## src/rtl/fp_to_int_pipe.sv

```systemverilog
// fp_to_int_pipe: two-stage pipelined converter from the 24-bit GPU float
// format (sign[23], exp[22:15] bias 127, frac[14:0]) to a signed
// two's-complement integer of INT_W bits, with valid/ready on both sides
// and a sideband tag carried alongside every operand.
// Stage 1 classifies the operand; stage 2 shifts, rounds, negates and
// saturates, and its registers drive the outputs directly.
// Optional feature: define FP_TO_INT_RNE_EN to add the rne_i port, which
// selects round-to-nearest-even per operand instead of truncation.

module fp_to_int_pipe #(
  parameter int WIDTH = 24,
  parameter int INT_W = 32,
  parameter int TAG_W = 4
) (
  input  logic             clk,
  input  logic             rst,
  input  logic             flush_i,
  input  logic             valid_i,
  output logic             ready_o,
  input  logic [WIDTH-1:0] a_i,
  input  logic [TAG_W-1:0] tag_i,
`ifdef FP_TO_INT_RNE_EN
  input  logic             rne_i,
`endif
  output logic             valid_o,
  input  logic             ready_i,
  output logic [INT_W-1:0] result_o,
  output logic [TAG_W-1:0] tag_o,
  output logic             overflow_o,
  output logic             inexact_o
);

  // Operand classes resolved in stage 1 so stage 2 only does arithmetic.
  typedef enum logic [2:0] {
    CLS_ZERO,  // |value| < 1 (or rounds to 0): result 0
    CLS_ONE,   // RNE only: 0.5 < |value| < 1 rounds to magnitude 1
    CLS_NORM,  // 0 <= E <= INT_W-2: shift and negate
    CLS_SAT,   // too large or Inf: saturate by sign, overflow
    CLS_MIN,   // exactly -2^(INT_W-1): representable, no overflow
    CLS_NAN    // NaN: result 0, overflow
  } cls_e;

  localparam logic [7:0]       EMAX    = 8'(INT_W - 1);
  localparam logic [INT_W-1:0] INT_MAX = {1'b0, {(INT_W-1){1'b1}}};
  localparam logic [INT_W-1:0] INT_MIN = {1'b1, {(INT_W-1){1'b0}}};

  // Handshake: an empty stage never blocks the one upstream of it.
  logic s1_valid_q, s2_valid_q;
  logic s1_adv, s2_adv, accept, s2_load;

  assign s2_adv  = !s2_valid_q || ready_i;
  assign s1_adv  = !s1_valid_q || s2_adv;
  assign ready_o = s1_adv;
  assign accept  = valid_i && s1_adv;
  assign s2_load = s2_adv && s1_valid_q;

  // Input field split. in_e is only meaningful when in_exp >= 127.
  logic        in_sign;
  logic [7:0]  in_exp;
  logic [7:0]  in_e;
  logic [14:0] in_frac;
  logic [15:0] mag_d;
  logic        tiny_d;
  cls_e        cls_d;

  assign in_sign = a_i[WIDTH-1];
  assign in_exp  = a_i[WIDTH-2:WIDTH-9];
  assign in_frac = a_i[14:0];
  assign in_e    = in_exp - 8'd127;
  assign mag_d   = {1'b1, in_frac};
  assign tiny_d  = (in_exp != 8'd0) || (in_frac != '0);

  // Classify the incoming operand into one of the special-case classes.
  always_comb begin
    cls_d = CLS_ZERO;
    if (in_exp == 8'hFF) begin
      cls_d = (in_frac != '0) ? CLS_NAN : CLS_SAT;
    end else if (in_exp < 8'd127) begin
      cls_d = CLS_ZERO;
`ifdef FP_TO_INT_RNE_EN
      if (rne_i && (in_exp == 8'd126) && (in_frac != '0)) begin
        cls_d = CLS_ONE;
      end
`endif
    end else if (in_e >= EMAX) begin
      cls_d = ((in_e == EMAX) && (in_frac == '0) && in_sign) ? CLS_MIN : CLS_SAT;
    end else begin
      cls_d = CLS_NORM;
    end
  end

  // Stage 1 registers: sign, exponent (as a shift amount), mantissa, class, tag.
  logic             sign_q;
  logic [4:0]       e_q;
  logic [15:0]      mag_q;
  cls_e             cls_q;
  logic             tiny_q;
  logic [TAG_W-1:0] tag1_q;
`ifdef FP_TO_INT_RNE_EN
  logic             rne_q;
`endif

  // Stage 1 valid and data; flush wins over an accept in the same cycle.
  always_ff @(posedge clk or posedge rst) begin
    if (rst) begin
      s1_valid_q <= 1'b0;
      sign_q     <= 1'b0;
      e_q        <= '0;
      mag_q      <= '0;
      cls_q      <= CLS_ZERO;
      tiny_q     <= 1'b0;
      tag1_q     <= '0;
`ifdef FP_TO_INT_RNE_EN
      rne_q      <= 1'b0;
`endif
    end else begin
      if (flush_i) begin
        s1_valid_q <= 1'b0;
      end else if (s1_adv) begin
        s1_valid_q <= valid_i;
      end
      if (accept) begin
        sign_q <= in_sign;
        e_q    <= in_e[4:0];
        mag_q  <= mag_d;
        cls_q  <= cls_d;
        tiny_q <= tiny_d;
        tag1_q <= tag_i;
`ifdef FP_TO_INT_RNE_EN
        rne_q  <= rne_i;
`endif
      end
    end
  end

  // prod holds |value| as fixed point with 15 fraction bits: mag * 2^E.
  logic [45:0]      prod;
  logic             frac_nz;
  logic             round_up;
  logic [31:0]      mag_w;
  logic [INT_W-1:0] mag_int;
  logic             pos_ovf;
  logic             unused_bits;

  assign prod    = {30'b0, mag_q} << e_q;
  assign frac_nz = |prod[14:0];
`ifdef FP_TO_INT_RNE_EN
  assign round_up = rne_q && prod[14] && ((|prod[13:0]) || prod[15]);
`else
  assign round_up = 1'b0;
`endif
  assign mag_w       = {1'b0, prod[45:15]} + 32'(round_up);
  assign mag_int     = mag_w[INT_W-1:0];
  assign pos_ovf     = !sign_q && mag_w[INT_W-1];
  assign unused_bits = ^mag_w;

  logic [INT_W-1:0] res_d;
  logic             ovf_d;
  logic             inex_d;

  // Stage 2 arithmetic: pick the result and flags for the stage-1 class.
  always_comb begin
    res_d  = '0;
    ovf_d  = 1'b0;
    inex_d = 1'b0;
    case (cls_q)
      CLS_ZERO: begin
        inex_d = tiny_q;
      end
      CLS_ONE: begin
        res_d  = sign_q ? {INT_W{1'b1}} : {{(INT_W-1){1'b0}}, 1'b1};
        inex_d = tiny_q;
      end
      CLS_NORM: begin
        inex_d = frac_nz;
        if (pos_ovf) begin
          res_d = INT_MAX;
          ovf_d = 1'b1;
        end else begin
          res_d = sign_q ? (~mag_int + {{(INT_W-1){1'b0}}, 1'b1}) : mag_int;
        end
      end
      CLS_SAT: begin
        res_d = sign_q ? INT_MIN : INT_MAX;
        ovf_d = 1'b1;
      end
      CLS_MIN: begin
        res_d = INT_MIN;
      end
      CLS_NAN: begin
        ovf_d = 1'b1;
      end
      default: begin
        res_d = '0;
      end
    endcase
  end

  logic [INT_W-1:0] result_q;
  logic [TAG_W-1:0] tag2_q;
  logic             ovf_q;
  logic             inex_q;

  // Stage 2 valid and output registers; data holds while the consumer stalls.
  always_ff @(posedge clk or posedge rst) begin
    if (rst) begin
      s2_valid_q <= 1'b0;
      result_q   <= '0;
      tag2_q     <= '0;
      ovf_q      <= 1'b0;
      inex_q     <= 1'b0;
    end else begin
      if (flush_i) begin
        s2_valid_q <= 1'b0;
      end else if (s2_adv) begin
        s2_valid_q <= s1_valid_q;
      end
      if (s2_load) begin
        result_q <= res_d;
        tag2_q   <= tag1_q;
        ovf_q    <= ovf_d;
        inex_q   <= inex_d;
      end
    end
  end

  assign valid_o    = s2_valid_q;
  assign result_o   = result_q;
  assign tag_o      = tag2_q;
  assign overflow_o = ovf_q;
  assign inexact_o  = inex_q;

endmodule

```

## config.mk

```make
export PLATFORM = sky130hd
export DESIGN_NAME = fp_to_int_pipe
export DESIGN_NICKNAME = d
export VERILOG_FILES = /design/src/rtl/fp_to_int_pipe.sv
export SDC_FILE = /design/constraint.sdc
export NUM_CORES = 1
export LEC_CHECK = 0
export CAP_MARGIN = 20
export CORE_UTILIZATION = 30
export DETAILED_ROUTE_END_ITERATION = 8
export PLACE_DENSITY_LB_ADDON = 0.2
export SYNTH_ARGS = -nofsm -noshare
export SYNTH_HDL_FRONTEND = slang
export SYNTH_SLANG_ARGS = --single-unit
```

## constraint.sdc

```tcl
create_clock -name clk -period 12 [get_ports clk]
set_clock_uncertainty 0.05 [all_clocks]
set_input_delay 1.8 -clock clk [delete_from_list [all_inputs] [get_ports clk]]
set_output_delay 1.8 -clock clk [all_outputs]
set_load 0.05 [all_outputs]
```

==> results.py, run 1 <==
metrics = {
    "route": {
        "antenna_left": 0,
        "initialDrtViolationCount": 307,
        "dr.pass1.iters": 5,
        "wl_per_cell_um": 19.1,
        "num_vias": 5463,
        "wl_um": 18500,
        "viasPerCell": 5.64,
        "drc_errors": 0,
    },
    "cts": {
        "cts_resized": 0,
        "cts.clk_slew.worst_paths_ns": 0.05,
        "cts_tree": "yes",
        "cts-root-buf": "clkbuf_16",
        "cts_setup_buffers": 0,
        "clockBufferDepth": 2,
        "clkLatencyLatePin_ns": 0.34,
        "h-tree-depth": 3,
        "cts_sinks": 70,
        "cts_made_buffers": 9,
        "hold_buffers": 0,
    },
    "layout": {
        "layout_common_cells": "clkdlybuf4s50_1 (72), dfrtp_1 (69), nand2_1 (62)",
        "synthToLayoutAreaGrowth_pct": 20.9,
        "layout_commonest_cell": "clkdlybuf4s50_1",
        "layout.nets": 740,
        "antenna-diode-count": 0,
        "drive_above_1_share": 0.148,
        "layout.cells.non_filler": 968,
    },
    "global_routing": {
        "grt_overflow": 0,
        "grt_first_pass_wirelength_um": 29400,
        "antenna_found_initial": 0,
        "grt_start_max_net_pins": 71,
        "grt_usage": 0.188,
        "grt_pass1_vias": 5277,
    },
    "setup_path": {
        "criticalPathCategory": "primary input to primary output",
        "worstPathArrival_ns": 3.24,
        "cp-start-kind": "primary input",
        "crit_path_end_kind": "primary output",
        "critical_path_required_ns": 10.15,
        "r2r_cells": 13,
        "worst-path-max-fanout": 4,
    },
    "die": {
        "start_util": 0.310,
        "core_area_um2": 19000,
        "die_x_um": 142,
        "die_area_um2": 20200,
        "fp-row-count": 50,
        "ios": 73,
        "die_y_um": 142,
    },
    "yosys": {
        "yosysTopAreaCell": "dfrtp_1",
        "ys_types": 81,
        "yosysTopAreaCellShare": 0.297,
        "synth_top_family_by_area": "compound AO/OA/AOI/OAI gates",
        "postSynthAreaPerCell_um2": 8.88,
        "synth.area.top_cells": "dfrtp_1 (30%), mux2_2 (8.2%), mux4_2 (5.7%)",
        "yosys.area_share.simple": 0.183,
        "synthArstFlopShare": 1.00,
        "ys_seq_area_frac": 0.297,
        "synthCells": 665,
        "synth_flop_cell": "dfrtp_1",
        "synthAdderAreaFrac": 0.00848,
        "synth_mux_area_frac": 0.173,
        "synth-seq-cells": 70,
        "synth_edf_count": 0,
        "synthesis.area_um2": 5900,
        "yosys_warnings": 0,
        "syn_nets": 702,
        "synth_compound_area_frac": 0.245,
        "synth-xor-area-share": 0.0386,
    },
    "timing": {
        "finalHoldViolCount": 0,
        "finalCriticalPeriod_ns": 5.09,
        "finalMaxSlewViolations": 0,
        "rsz0062_at_grt": "no",
        "tightest_slew_ns": 0.971,
        "finalCritPeriodShare": 0.424,
        "setup-violations-final": 0,
        "clock.fmax_mhz": 196,
        "tns_ns": 0,
        "fin_ws_ns": 6.91,
        "slew_headroom": 0.350,
    },
    "worst_hold_path": {
        "holdPathStages": 2,
        "hold_path_class": "register to register",
    },
    "pwr": {
        "peakVddDrop_mv": 0.0796,
        "power.density_nw_per_um2": 173,
        "leakage_nw": 2.75,
    },
    "placed_design": {
        "io_buffer_count": 72,
        "place_ws_ns": 6.90,
        "dp_cells": 952,
        "hpwl_um": 13600,
        "gp_congestion": 0.882,
    },
    "outcome": {
        "run_status": "finished clean",
    },
    "job": {
        "maxCapViolCount": 0,
    },
}
-- per-layer routing --
layer  wire, µm  vias up  global-route usage
met1       8610     2655               0.253
li1           -     2582                   -
met5          0        -                   0
met4        462        0              0.0651
met3        995       36              0.0407
met2       8440      190               0.298
-- worst max-delay path, stage by stage --
cell and delay [ns]:
clkdlybuf4s50_1 0.40, nor2b_1 0.22, nand2_1 0.11, clkdlybuf4s50_1 0.71
-- stage by stage --
stage	hold slack, ns	power, mW	utilization	cell area [µm²]
final	0.432	1.24	0.375	7140
after global placement	0.431	0.905	0.356	6770
after floorplan	0.425	0.734	-	5900
after detailed placement	0.426	0.910	0.356	6770
after CTS	0.439	1.24	0.375	7140
after global routing	0.473	1.30	0.375	7140
-- synth_stat cells, types with 3 or more instances --
cell,instances
a211o_1,5
a211oi_1,7
a21boi_0,3
a21o_1,3
a21oi_1,50
a221o_1,6
a221oi_1,4
a22o_1,4
a22oi_1,8
a31oi_1,6
a32oi_1,4
and2_1,3
and3_1,5
and3b_1,3
buf_1,3
buf_2,10
buf_6,5
clkbuf_1,37
dfrtp_1,70
ha_1,4
inv_1,15
mux2_2,43
mux2i_1,20
mux4_2,15
nand2_1,62
nand2b_1,6
nand3_1,20
nand4_1,5
nand4b_1,3
nor2_1,41
nor2b_1,14
nor3_1,16
nor3b_1,5
nor4_1,5
o211ai_1,7
o21ai_0,42
o21ai_1,10
o22ai_1,9
o31ai_1,11
xnor2_1,15
xor2_1,11
-- power breakdown --
group	internal [mW]	total, mW	switching, mW
clock network	0.224	0.326	0.102
logic	0.219	0.597	0.378
registers	0.277	0.313	0.0356
total	0.720	1.24	0.516
-- cell type report --
class                           instances  area [µm²]
Clock buffer                           10         229
Clock inverter                          6         134
Fill cell                            1965       11900
Inverter                               16        60.1
Multi-Input combinational cell        523        3830
Sequential cell                        70        1750
Tap cell                              260         325
Timing Repair Buffer                   83         803
-- path summary, 6_finish.rpt --
check	slack, ns	end	start
max in group asynchronous	9.29	e_q[1]	rst
worst min-delay path	0.43	result_o[1]	result_o[1]
worst min register to register	0.43	result_o[1]	result_o[1]
worst max register to register	7.57	result_o[22]	e_q[1]
min in group asynchronous	1.99	tag1_q[0]	rst
worst max-delay path	6.91	ready_o	ready_i
-- flip-flops by register name, indices dropped and copies added, names as in the netlist, 3 cells and up --
signal and count:
cls_q 3, e_q 5, mag_q 16, result_o 32, tag1_q 4, tag_o 4
-- logic make-up (layout without fill, tap and decap cells) --
| family | Yosys count | after routing |
|---|---|---|
| compound gates | 209 | 209 |
| simple gates | 206 | 206 |
| mux | 78 | 78 |
| buf+inv | 72 | 115 |
| flops | 70 | 70 |
| xor+xnor | 26 | 26 |
| fa+ha+maj | 4 | 4 |
Note: power is estimated with default switching activity, not from simulation.
==> inputs of run 2 (changes only) <==
==> constraint.sdc (replaced) <==
create_clock -name clk -period 4.4 [get_ports clk]
set_clock_uncertainty 0.05 [all_clocks]
set_input_delay 0.66 -clock clk [delete_from_list [all_inputs] [get_ports clk]]
set_output_delay 0.66 -clock clk [all_outputs]
set_load 0.05 [all_outputs]
==> results.py, run 2 (same netlist as run 1, synthesis figures left out) <==
metrics = {
    "timing": {
        "tightest_slew_ns": 0.940,
        "tns_ns": 0,
        "whs_ns": 0.426,
        "slew_headroom": 0.372,
        "finalCriticalPeriod_ns": 3.95,
        "finalCritPeriodShare": 0.899,
        "finalMaxSlewViolations": 0,
        "rsz0062_at_grt": "no",
        "finalHoldViolCount": 0,
        "setup-violations-final": 0,
        "clock.fmax_mhz": 253,
    },
    "placed_design": {
        "hpwl_um": 15300,
        "gp_congestion": 0.916,
        "io_buffer_count": 72,
    },
    "setup_path": {
        "worstPathArrival_ns": 4.10,
        "cp-start-kind": "register",
        "worst-path-max-fanout": 24,
        "crit_path_end_kind": "register",
        "critical_path_required_ns": 4.54,
        "criticalPathCategory": "register to register",
    },
    "die": {
        "die_x_um": 142,
        "start_util": 0.310,
        "fp-row-count": 50,
        "die_y_um": 142,
        "core_area_um2": 19000,
        "die_area_um2": 20200,
        "ios": 73,
    },
    "route": {
        "wl_per_cell_um": 20.0,
        "dr.pass1.iters": 7,
        "drc_errors": 0,
        "num_vias": 5619,
        "initialDrtViolationCount": 478,
        "viasPerCell": 5.70,
        "antenna_left": 0,
        "wl_um": 19800,
    },
    "layout": {
        "layout_commonest_cell": "clkdlybuf4s50_1",
        "layout.nets": 758,
        "largest_register_ffs": 32,
        "fillers": 1946,
        "layout_common_cells": "clkdlybuf4s50_1 (72), dfrtp_1 (69), nand2_1 (62)",
        "synthToLayoutAreaGrowth_pct": 22.9,
        "drive_above_1_share": 0.171,
        "antenna-diode-count": 0,
        "multiInputGateArea_um2": 3830,
        "seq_area_um2": 1750,
    },
    "pwr": {
        "p_sw_mw": 1.43,
        "combinationalPowerShare": 0.496,
        "power.density_nw_per_um2": 461,
        "power_mw": 3.34,
        "seqPwrFrac": 0.262,
        "p_int_mw": 1.91,
        "sw_frac_of_total": 0.429,
        "clkPwrFrac": 0.242,
        "peakVddDrop_mv": 0.188,
        "leakage_nw": 2.83,
    },
    "global_routing": {
        "antenna_found_initial": 0,
        "grt_start_max_net_pins": 35,
        "grt_first_pass_wirelength_um": 31000,
        "grt_pass1_vias": 5358,
        "grt_overflow": 0,
        "grt_usage": 0.202,
    },
    "worst_hold_path": {
        "hold_path_class": "register to register",
    },
    "cts": {
        "h-tree-depth": 3,
        "clockBufferDepth": 2,
        "cts_tree": "yes",
        "clkLatencyLatePin_ns": 0.34,
        "cts_resized": 0,
        "cts_sinks": 70,
        "cts.clk_slew.worst_paths_ns": 0.06,
        "hold_buffers": 0,
        "cts_setup_buffers": 0,
        "cts_made_buffers": 9,
        "cts-root-buf": "clkbuf_16",
    },
    "job": {
        "maxCapViolCount": 0,
    },
    "outcome": {
        "run_status": "finished clean",
    },
}
[run 2: power groups by stage]
| stage | clock, mW | sequential [mW] | combinational [mW] |
|---|---|---|---|
| 5_1_grt | 0.855 | 0.895 | 1.77 |
| 4_1_cts | 0.832 | 0.876 | 1.65 |
| 3_3_place_gp | 0 | 0.883 | 1.64 |
| 6_report | 0.809 | 0.875 | 1.66 |
| 2_1_floorplan | 0 | 1.13 | 0.873 |
| 3_5_place_dp | 0 | 0.887 | 1.65 |
[run 2: path summary, 6_finish.rpt]
kind / startpoint / to / slack, ns / depth (start not counted)
max in group asynchronous: rst / result_o[18] / 2.95 / 3
min in group asynchronous: rst / cls_q[0] / 0.65 / 2
max reg2reg: e_q[1] / result_o[27] / 0.45 / 10
min: result_o[2] / result_o[2] / 0.43 / 2
min reg2reg: result_o[2] / result_o[2] / 0.43 / 2
max: e_q[1] / result_o[27] / 0.45 / 10
[run 2: layer usage]
metal / track usage / part of all wire / vias up
met5: 0 / 0 / -
met4: 0.0775 / 0.029 / 0
met3: 0.0400 / 0.059 / 39
met2: 0.325 / 0.47 / 224
met1: 0.267 / 0.44 / 2746
li1: - / - / 2610
[run 2: per-stage QoR]
stage | utilization | setup slack (ns) | area (µm²) | std cells
final | 0.382 | 0.445 | 7260 | 986
after global routing | 0.382 | 0.176 | 7260 | 986
after CTS | 0.382 | 0.478 | 7260 | 986
after detailed placement | 0.364 | 0.514 | 6920 | 970
after global placement | 0.363 | 0.545 | 6900 | 969
after floorplan | - | 0.319 | 5900 | 665
[run 2: worst max-delay path: stages, from the launching register on]
cell and delay (ns):
dfrtp_2 0.52, buf_4 0.37, mux2_2 0.40, a221oi_1 0.42, nor3_1 0.12, a221oi_2 0.34
nand2b_4 0.13, or4b_1 0.71, nor4b_2 0.40, mux2i_1 0.22, o311ai_1 0.11
[run 2: layout make-up]
type                    count  share of cell area
clock buffers              11              0.0348
clock inverters             5              0.0112
inverters                  16             0.00828
multi-input cells         523               0.528
flip-flops and latches     70               0.242
well taps                 260              0.0448
repair buffers            101               0.131
==> inputs of run 3 (changes only) <==
--- a/config.mk
+++ b/config.mk
@@ -8,6 +8,7 @@
 export CAP_MARGIN = 20
 export CORE_UTILIZATION = 30
 export DETAILED_ROUTE_END_ITERATION = 8
+export HOLD_SLACK_MARGIN = 0.12
 export PLACE_DENSITY_LB_ADDON = 0.2
 export SYNTH_ARGS = -nofsm -noshare
 export SYNTH_HDL_FRONTEND = slang
==> results of run 3 <==
Same layout as run 2: the final DEF is identical, and so are final timing and power.
